===== src/rtl/psg_multi.sv =====
// psg_multi: AY-3-8910-style PSG, 1..8 tone channels, shared envelope and noise.
// Define PSG_STEREO_EN to implement per-channel pan registers (0x20+i).
module psg_multi #(
  parameter  int CHANNELS = 3,
  parameter  int DACW     = 12,
  localparam int OUTW     = DACW + 3
) (
  input  logic                     clock,
  input  logic                     reset,
  input  logic                     ce,
  input  logic                     sel,
  input  logic                     bdir,
  input  logic                     bc1,
  input  logic [7:0]               d,
  output logic [7:0]               q,
  output logic [CHANNELS*DACW-1:0] ch_out,
  output logic [OUTW-1:0]          left,
  output logic [OUTW-1:0]          right
);

`ifdef PSG_STEREO_EN
  localparam bit STEREO = 1'b1;
`else
  localparam bit STEREO = 1'b0;
`endif

  localparam logic [7:0] CHM = 8'((16'd1 << CHANNELS) - 16'd1);

  // -3 dB per step; entry 0 is silence
  function automatic logic [16*DACW-1:0] dac_tab();
    logic [16*DACW-1:0] t;
    real full, v;
    full = real'((64'd1 << DACW) - 64'd1);
    t = '0;
    for (int n = 1; n < 16; n++) begin
      v = full * (10.0 ** (-3.0 * real'(15 - n) / 20.0));
      t[n*DACW +: DACW] = DACW'($rtoi(v + 0.5));
    end
    return t;
  endfunction

  localparam logic [16*DACW-1:0] DAC = dac_tab();

  function automatic logic chv(input logic [2:0] c);
    return int'(c) < CHANNELS;
  endfunction

  logic [5:0]  addr_q;
  logic [11:0] per_q [8];
  logic [4:0]  vol_q [8];
  logic [1:0]  pan_q [8];
  logic [4:0]  nper_q;
  logic [7:0]  tdis_q, ndis_q;
  logic [15:0] eper_q;
  logic [3:0]  shape_q;
  logic        restart_q;

  logic [3:0] cc_q;
  logic       stb;

  always_ff @(negedge clock or negedge reset) begin
    if (!reset) cc_q <= '0;
    else if (ce) cc_q <= cc_q + 4'd1;
  end

  assign stb = sel ? &cc_q[2:0] : &cc_q;

  logic       lat, wr;
  logic [2:0] ci, cv;
  logic a_per, a_vol, a_np, a_td, a_nd;
  logic a_el, a_eh, a_sh, a_pan;

  assign lat   = ce & bdir & bc1 & (d[7:6] == 2'b00);
  assign wr    = ce & bdir & ~bc1;
  assign ci    = addr_q[3:1];
  assign cv    = addr_q[2:0];
  assign a_per = (addr_q[5:4] == 2'b00) && chv(ci);
  assign a_vol = (addr_q[5:3] == 3'b010) && chv(cv);
  assign a_np  = addr_q == 6'h18;
  assign a_td  = addr_q == 6'h19;
  assign a_nd  = addr_q == 6'h1A;
  assign a_el  = addr_q == 6'h1B;
  assign a_eh  = addr_q == 6'h1C;
  assign a_sh  = addr_q == 6'h1D;
  assign a_pan = STEREO && (addr_q[5:3] == 3'b100) && chv(cv);

  always_ff @(posedge clock or negedge reset) begin
    if (!reset) begin
      addr_q    <= '0;
      nper_q    <= '0;
      tdis_q    <= '0;
      ndis_q    <= '0;
      eper_q    <= '0;
      shape_q   <= '0;
      restart_q <= 1'b0;
      for (int i = 0; i < 8; i++) begin
        per_q[i] <= '0;
        vol_q[i] <= '0;
        pan_q[i] <= 2'b11;
      end
    end else if (ce) begin
      restart_q <= wr & a_sh;
      if (lat) addr_q <= d[5:0];
      if (wr) begin
        unique case (1'b1)
          a_per: begin
            if (addr_q[0]) per_q[ci][11:8] <= d[3:0];
            else per_q[ci][7:0] <= d;
          end
          a_vol:   vol_q[cv] <= d[4:0];
          a_np:    nper_q <= d[4:0];
          a_td:    tdis_q <= d & CHM;
          a_nd:    ndis_q <= d & CHM;
          a_el:    eper_q[7:0] <= d;
          a_eh:    eper_q[15:8] <= d;
          a_sh:    shape_q <= d[3:0];
          a_pan:   pan_q[cv] <= d[1:0];
          default: ;
        endcase
      end
    end
  end

  always_comb begin
    q = '0;
    unique case (1'b1)
      a_per: q = addr_q[0] ? {4'h0, per_q[ci][11:8]} : per_q[ci][7:0];
      a_vol: q = {3'b000, vol_q[cv]};
      a_np:  q = {3'b000, nper_q};
      a_td:  q = tdis_q | ~CHM;
      a_nd:  q = ndis_q | ~CHM;
      a_el:  q = eper_q[7:0];
      a_eh:  q = eper_q[15:8];
      a_sh:  q = {4'h0, shape_q};
      a_pan: q = {6'b0, pan_q[cv]};
      default: q = '0;
    endcase
  end

  logic [11:0]         tcnt_q [CHANNELS];
  logic [CHANNELS-1:0] tff_q;
  logic [4:0]          ncnt_q;
  logic                nff_q, nrise_q;
  logic [16:0]         lfsr_q;

  always_ff @(posedge clock or negedge reset) begin
    if (!reset) begin
      for (int i = 0; i < CHANNELS; i++) tcnt_q[i] <= 12'd1;
      tff_q   <= '1;
      ncnt_q  <= 5'd1;
      nff_q   <= 1'b1;
      nrise_q <= 1'b0;
      lfsr_q  <= 17'h10000;
    end else if (ce && stb) begin
      for (int i = 0; i < CHANNELS; i++) begin
        if (tcnt_q[i] >= per_q[i]) begin
          tcnt_q[i] <= 12'd1;
          tff_q[i]  <= ~tff_q[i];
        end else begin
          tcnt_q[i] <= tcnt_q[i] + 12'd1;
        end
      end
      nrise_q <= 1'b0;
      if (ncnt_q >= nper_q) begin
        ncnt_q  <= 5'd1;
        nff_q   <= ~nff_q;
        nrise_q <= ~nff_q;
      end else begin
        ncnt_q <= ncnt_q + 5'd1;
      end
      if (nrise_q) lfsr_q <= {lfsr_q[3] ^ lfsr_q[0], lfsr_q[16:1]};
    end
  end

  logic [15:0] ecnt_q;
  logic        eff_q, up_q, ehold_q, ezero_q;
  logic [3:0]  step_q, env_lvl;

  always_ff @(posedge clock or negedge reset) begin
    if (!reset) begin
      ecnt_q  <= 16'd1;
      eff_q   <= 1'b0;
      step_q  <= '0;
      up_q    <= 1'b0;
      ehold_q <= 1'b0;
      ezero_q <= 1'b0;
    end else if (ce) begin
      if (restart_q) begin
        ecnt_q  <= 16'd1;
        eff_q   <= 1'b0;
        step_q  <= '0;
        up_q    <= shape_q[2];
        ehold_q <= 1'b0;
        ezero_q <= 1'b0;
      end else if (stb) begin
        if (ecnt_q >= eper_q) begin
          ecnt_q <= 16'd1;
          eff_q  <= ~eff_q;
          // one step per full cycle of the envelope divider
          if (eff_q && !ehold_q) begin
            if (step_q != 4'hF) begin
              step_q <= step_q + 4'd1;
            end else if (!shape_q[3]) begin
              ehold_q <= 1'b1;
              ezero_q <= 1'b1;
            end else begin
              if (shape_q[1]) up_q <= ~up_q;
              if (shape_q[0]) ehold_q <= 1'b1;
              else step_q <= '0;
            end
          end
        end else begin
          ecnt_q <= ecnt_q + 16'd1;
        end
      end
    end
  end

  assign env_lvl = ezero_q ? 4'h0 : (up_q ? step_q : ~step_q);

  logic [DACW-1:0] samp [CHANNELS];
  logic [OUTW-1:0] sum_l, sum_r;
  logic [3:0]      lvl;
  logic            gate;

  always_comb begin
    sum_l = '0;
    sum_r = '0;
    lvl   = '0;
    gate  = 1'b0;
    for (int i = 0; i < CHANNELS; i++) begin
      lvl  = vol_q[i][4] ? env_lvl : vol_q[i][3:0];
      gate = (tdis_q[i] | tff_q[i]) & (ndis_q[i] | lfsr_q[0]);
      samp[i] = gate ? DAC[int'(lvl)*DACW +: DACW] : '0;
      if (pan_q[i][0] || !STEREO) sum_l = sum_l + OUTW'(samp[i]);
      if (pan_q[i][1] || !STEREO) sum_r = sum_r + OUTW'(samp[i]);
    end
  end

  logic [CHANNELS*DACW-1:0] ch_q;
  logic [OUTW-1:0]          l_q, r_q;

  always_ff @(posedge clock or negedge reset) begin
    if (!reset) begin
      ch_q <= '0;
      l_q  <= '0;
      r_q  <= '0;
    end else if (ce) begin
      for (int i = 0; i < CHANNELS; i++) ch_q[i*DACW +: DACW] <= samp[i];
      l_q <= sum_l;
      r_q <= sum_r;
    end
  end

  assign ch_out = ch_q;
  assign left   = l_q;
  assign right  = r_q;

endmodule


===== config.mk =====
export PLATFORM = sky130hd
export DESIGN_NAME = psg_multi
export DESIGN_NICKNAME = d
export VERILOG_FILES = /design/src/rtl/psg_multi.sv
export SDC_FILE = /design/constraint.sdc
export NUM_CORES = 1
export LEC_CHECK = 0
export CORE_MARGIN = 2
export CORE_UTILIZATION = 40
export CTS_CLUSTER_DIAMETER = 30
export CTS_CLUSTER_SIZE = 14
export DETAILED_ROUTE_END_ITERATION = 12
export GPL_TIMING_DRIVEN = 0
export SETUP_SLACK_MARGIN = 0.02
export SLEW_MARGIN = 40
export SYNTH_ARGS = -nofsm -noshare
export SYNTH_HDL_FRONTEND = slang
export SYNTH_SLANG_ARGS = --single-unit

===== constraint.sdc =====
create_clock -name clock -period 4.5 [get_ports clock]
set_clock_uncertainty 0.05 [all_clocks]
set_input_delay 0.9 -clock clock [delete_from_list [all_inputs] [get_ports clock]]
set_output_delay 0.9 -clock clock [all_outputs]
set_load 0.02 [all_outputs]

Word level (Yosys, flattened, before mapping). Index checks and enable logic that the tools add are counted.

Register bits after elaboration: 316. Logic and storage cells: 208. Output and inout port bits: 74.

Magnitude comparators: 11. Bitwise gates (word level): 25. $mul: 3. Mux-type cells: 65. Eq/ne operators: 12. $add $sub $neg: 9. Shift-type cells: 3. Reductions and logical operators: 37.

Operator list (number): variable part select 192 x 9 -> 12 bit (first input constant) (3); bitwise mux 96 bit (2); two-way mux 12 bit (9); two-way mux 96 bit (1); demux 12 bit (select 3 bit) (2); one-hot mux 8 bit (8 select lines) (1); two-way mux 16 bit (3); two-way mux 4 bit (12); bitwise mux 40 bit (1); adder 12 x 1 -> 12 bit (second input constant) (3); binary-select mux 12 bit (select 3 bit) (1); == test 6 x 5 -> 1 bit (second input constant) (6); greater-or-equal comparator 12 bit (3); AND reduction 3 bit (10); two-way mux 1 bit (25); two-way mux 5 bit (4); multiplier 4 x 2 -> 6 bit (second input constant) (3); AND reduction 6 bit (3); adder 16 x 1 -> 16 bit (second input constant) (1); greater-or-equal comparator 16 bit (1); two-way mux 8 bit (2); binary-select mux 5 bit (select 3 bit) (1); demux 5 bit (select 3 bit) (1); adder 13 x 12 -> 14 bit (1); 27 further kinds (66).

Depth between registers and ports, before layout.
Depth after elaboration: 9. Gate-level depth with buffers: 20. Depth with buffers taken out: 19.

==> reports/metrics.yaml <==
cells_and_area:
  diodes: 0
  drive_above_1_share_pct: 21.0
  fin_util_pct: 52.0
  area_growth_pct: 28.8
  nNetsFinal: 1739
route:
  viasPerCell: 5.43
  wl_um: 39500
  first_iter_violations: 740
  drc: 0
  via_count: 11600
  antenna_left: 0
  dr.pass1.iters: 5
  wl_per_cell_um: 18.6
grt:
  antenna_found_initial: 0
  grt_usage_pct: 21.9
  grt_pass1_vias: 11700
  grt_max_degree: 70
  grt_pass1_wl_um: 63500
  grt_remaining_overflow: 0
critical_path:
  worstPathCellList: "ha_2, ha_1, and2_4, o21ai_4, buf_6, o21ai_1, o21ai_1, a21oi_2, buf_4, a32o_1"
  cpMostUsedCell: "o21ai_1"
  path_class: "flop to flop"
  cp_max_fo: 5
  crit_slowest_cell: "dfrtn_1"
  cp.required_ns: 4.91
  cp-end-kind: "flop"
  startpoint_type: "flop"
  arrival_ns: 4.81
  cp_slowest_stage_delay_ns: 0.35
power_and_ir_drop:
  p_sw_share_pct: 29.5
  comb_power_share_pct: 19.5
  p_int_w: 0.00661
  switching_power_w: 0.00276
  power_density_nw_per_um2: 510
  vdd_ir_drop_max_mv: 0.311
  p_seq_share_pct: 29.8
  leakage_nw: 8.72
  pwr-share-clk_pct: 50.7
timing:
  timing.slew.headroom_pct: 44.1
  finalHoldViolations: 0
  rsz0062_at_grt: "no"
  setup_violations: 0
  worstMarginPinSlew_ns: 0.839
  slew_violations: 0
  fin_ws_ns: 0.101
floorplanning:
  die-area_um2: 37200
  io-pin-count: 88
  rows: 69
  start_util_pct: 40.3
  core_um2: 35400
  die_x_um: 193
  fp.dieH_um: 193
clocking:
  htreeDepth: 2
  insertion_delay_ns: 0.59
  clock_sinks: 245
  cts_root_buffer: "clkbuf_16"
  clockBufferDepth: 3
  postCtsHoldBufs: 0
  clk_pin_slew_worst_paths_ns: 0.05
  cts_tree: "built"
  cts_buffers: 59
logic_synthesis:
  yosysMostFrequentCell: "dfrtp_1"
  yosys-top-cells-count: "dfrtp_1 (231), nand2_1 (158), o21ai_0 (122)"
  synthArstFlopShare_pct: 100
  synth_cell_types: 85
  netlist_area_um2: 14300
  postSynthAreaPerCell_um2: 9.80
  synth.area.top_cells: "dfrtp_1 (40%), ha_1 (8.2%), mux2_2 (7.8%)"
  synthCells: 1457
  synth_edf_count: 0
  yosys_warnings: 0
  ys_ff_latch: 245
  yosys.area.top_type: "dfrtp_1"
  synthFlopType: "dfrtp_1"
  synth-seq-area-share_pct: 43.0
  yosys.area.top_type_share_pct: 40.5
worst_hold_path:
  hp-class: "input port to asynchronous set/reset pin"
place:
  dp_hpwl_um: 28400
  pre_cts_ws_ns: -0.578
  port_buffers: 83
  place_congestion: 0.895
run:
  cap_violations: 0
run_status:
  status: "complete, no violations"
-- cell usage in the layout (no fill, tap or decap), types with 6 or more instances in the layout --
cell type,Yosys,layout
o21ai_1,2,9
o21ai_0,122,113
mux2i_1,18,18
inv_1,99,99
o22a_1,6,6
a21oi_1,61,57
nand4_1,16,16
fa_1,13,11
clkdlybuf4s50_1,0,82
o22ai_1,14,14
buf_6,4,7
clkinv_2,0,9
clkbuf_16,0,60
nor2_2,7,11
nor2_1,116,110
buf_4,19,35
a31oi_1,11,11
bufinv_16,0,14
clkbuf_8,1,8
ha_1,93,88
mux4_2,6,6
nand2b_1,10,10
and3_1,16,16
nor3_1,20,19
o221ai_1,9,9
nand3_1,45,45
buf_2,13,13
dfstp_2,10,10
clkinvlp_4,0,9
xor2_1,33,31
mux2_2,99,97
o211ai_1,15,15
dfrtp_1,231,231
clkbuf_1,46,43
a21o_1,17,17
nand2_1,158,156
xnor2_1,24,24
clkinv_4,0,7
-- final cells by class --
| class | count | area, µm² |
|---|---|---|
| fill | 3150 | 17000 |
| tap | 461 | 577 |
| sequential | 245 | 6140 |
| timing repair buffer | 102 | 1040 |
| inverter | 100 | 375 |
| clock buffer | 71 | 1610 |
| multi-input combinational | 1026 | 7520 |
| clock inverter | 41 | 644 |
| buffer | 85 | 478 |
-- flip-flops by register name, indices dropped and copies added (netlist names), 3 cells and up --
name     cells
shape_q      4
ncnt_q       5
tff_q        3
vol_q       26
ch_out      36
ecnt_q      16
cc_q         4
step_q       4
nper_q       5
addr_q       6
lfsr_q      17
per_q       40
tdis_q       3
tcnt_q      36
ndis_q       3
left        14
eper_q      16
-- stage by stage --
step / cell area (µm²) / hold slack, ns / total power [W] / instances / setup TNS, ns
floorplan: 14300 / 0.344 / 0.00393 / 1458 / 0
global placement: 15700 / 0.366 / 0.00447 / 2002 / -2017.37
detailed placement: 15800 / 0.372 / 0.00454 / 2005 / -20.24
CTS: 18300 / 0.205 / 0.00938 / 2126 / 0
global route: 18400 / 0.225 / 0.00983 / 2131 / 0
finish: 18400 / 0.194 / 0.00937 / 2131 / 0
-- timing repair --
item | 4_1_cts | 5_1_grt
gates resized for setup | 34 | 36
pin swaps | 7 | 7
buffers inserted | 11 | 5
endpoints found under the setup margin | 81 | 30
-- power groups by stage --
stage          sequential [W]  clock [W]  combinational (W)
5_1_grt               0.00283    0.00494            0.00206
4_1_cts               0.00278    0.00481            0.00179
6_report              0.00280    0.00475            0.00183
2_1_floorplan         0.00270          0            0.00123
3_3_place_gp          0.00280          0            0.00167
3_5_place_dp          0.00281          0            0.00173
-- critical path: cells and delay by family (launching register included) --
family | cells | cell delay (ns)
AND/OR/NAND/NOR | 1 | 0.14
flip-flops | 1 | 0.35
AO/OA/AOI/OAI | 5 | 0.75
buffers and inverters | 2 | 0.39
adder cells (fa/ha/maj) | 2 | 0.37
-- metal layers --
| layer | vias to the layer above | routed length [µm] | global-route usage (%) |
|---|---|---|---|
| li1 | 5415 | - | - |
| met1 | 5686 | 17400 | 29.0 |
| met2 | 368 | 18200 | 35.0 |
| met3 | 102 | 2280 | 4.27 |
| met4 | 0 | 1610 | 9.62 |
| met5 | - | 0 | 0 |
-- worst paths after layout --
check	startpoint	endpoint	slack, ns	cells after the start
setup / recovery	cc_q[1]$_DFFE_NN0P_	step_q[2]$_DFFE_PN0P_	0.10	10
hold / removal	reset	tcnt_q[27]$_DFFE_PN0P_	0.19	1
hold reg to reg	cc_q[3]$_DFFE_NN0P_	cc_q[3]$_DFFE_NN0P_	0.38	1
setup reg to reg	cc_q[1]$_DFFE_NN0P_	step_q[2]$_DFFE_PN0P_	0.10	10
max in group asynchronous	reset	cc_q[1]$_DFFE_NN0P_	1.27	2
min in group clock	cc_q[3]$_DFFE_NN0P_	cc_q[3]$_DFFE_NN0P_	0.38	1
-- cells by family (layout without fill, tap and decap cells) --
family | Yosys count | in the layout | synth area share [%]
other | 1 | 2 | 0.0263
DFF | 245 | 245 | 43.0
and+or+nand+nor | 431 | 431 | 14.0
xor gates and xnor gates | 59 | 59 | 3.73
AOI/OAI and AO/OA | 302 | 302 | 13.0
buffers and inverters | 187 | 399 | 5.86
muxes | 126 | 126 | 10.4
adders and majority gates | 106 | 106 | 9.97
Note: power is estimated with default switching activity, not from simulation.
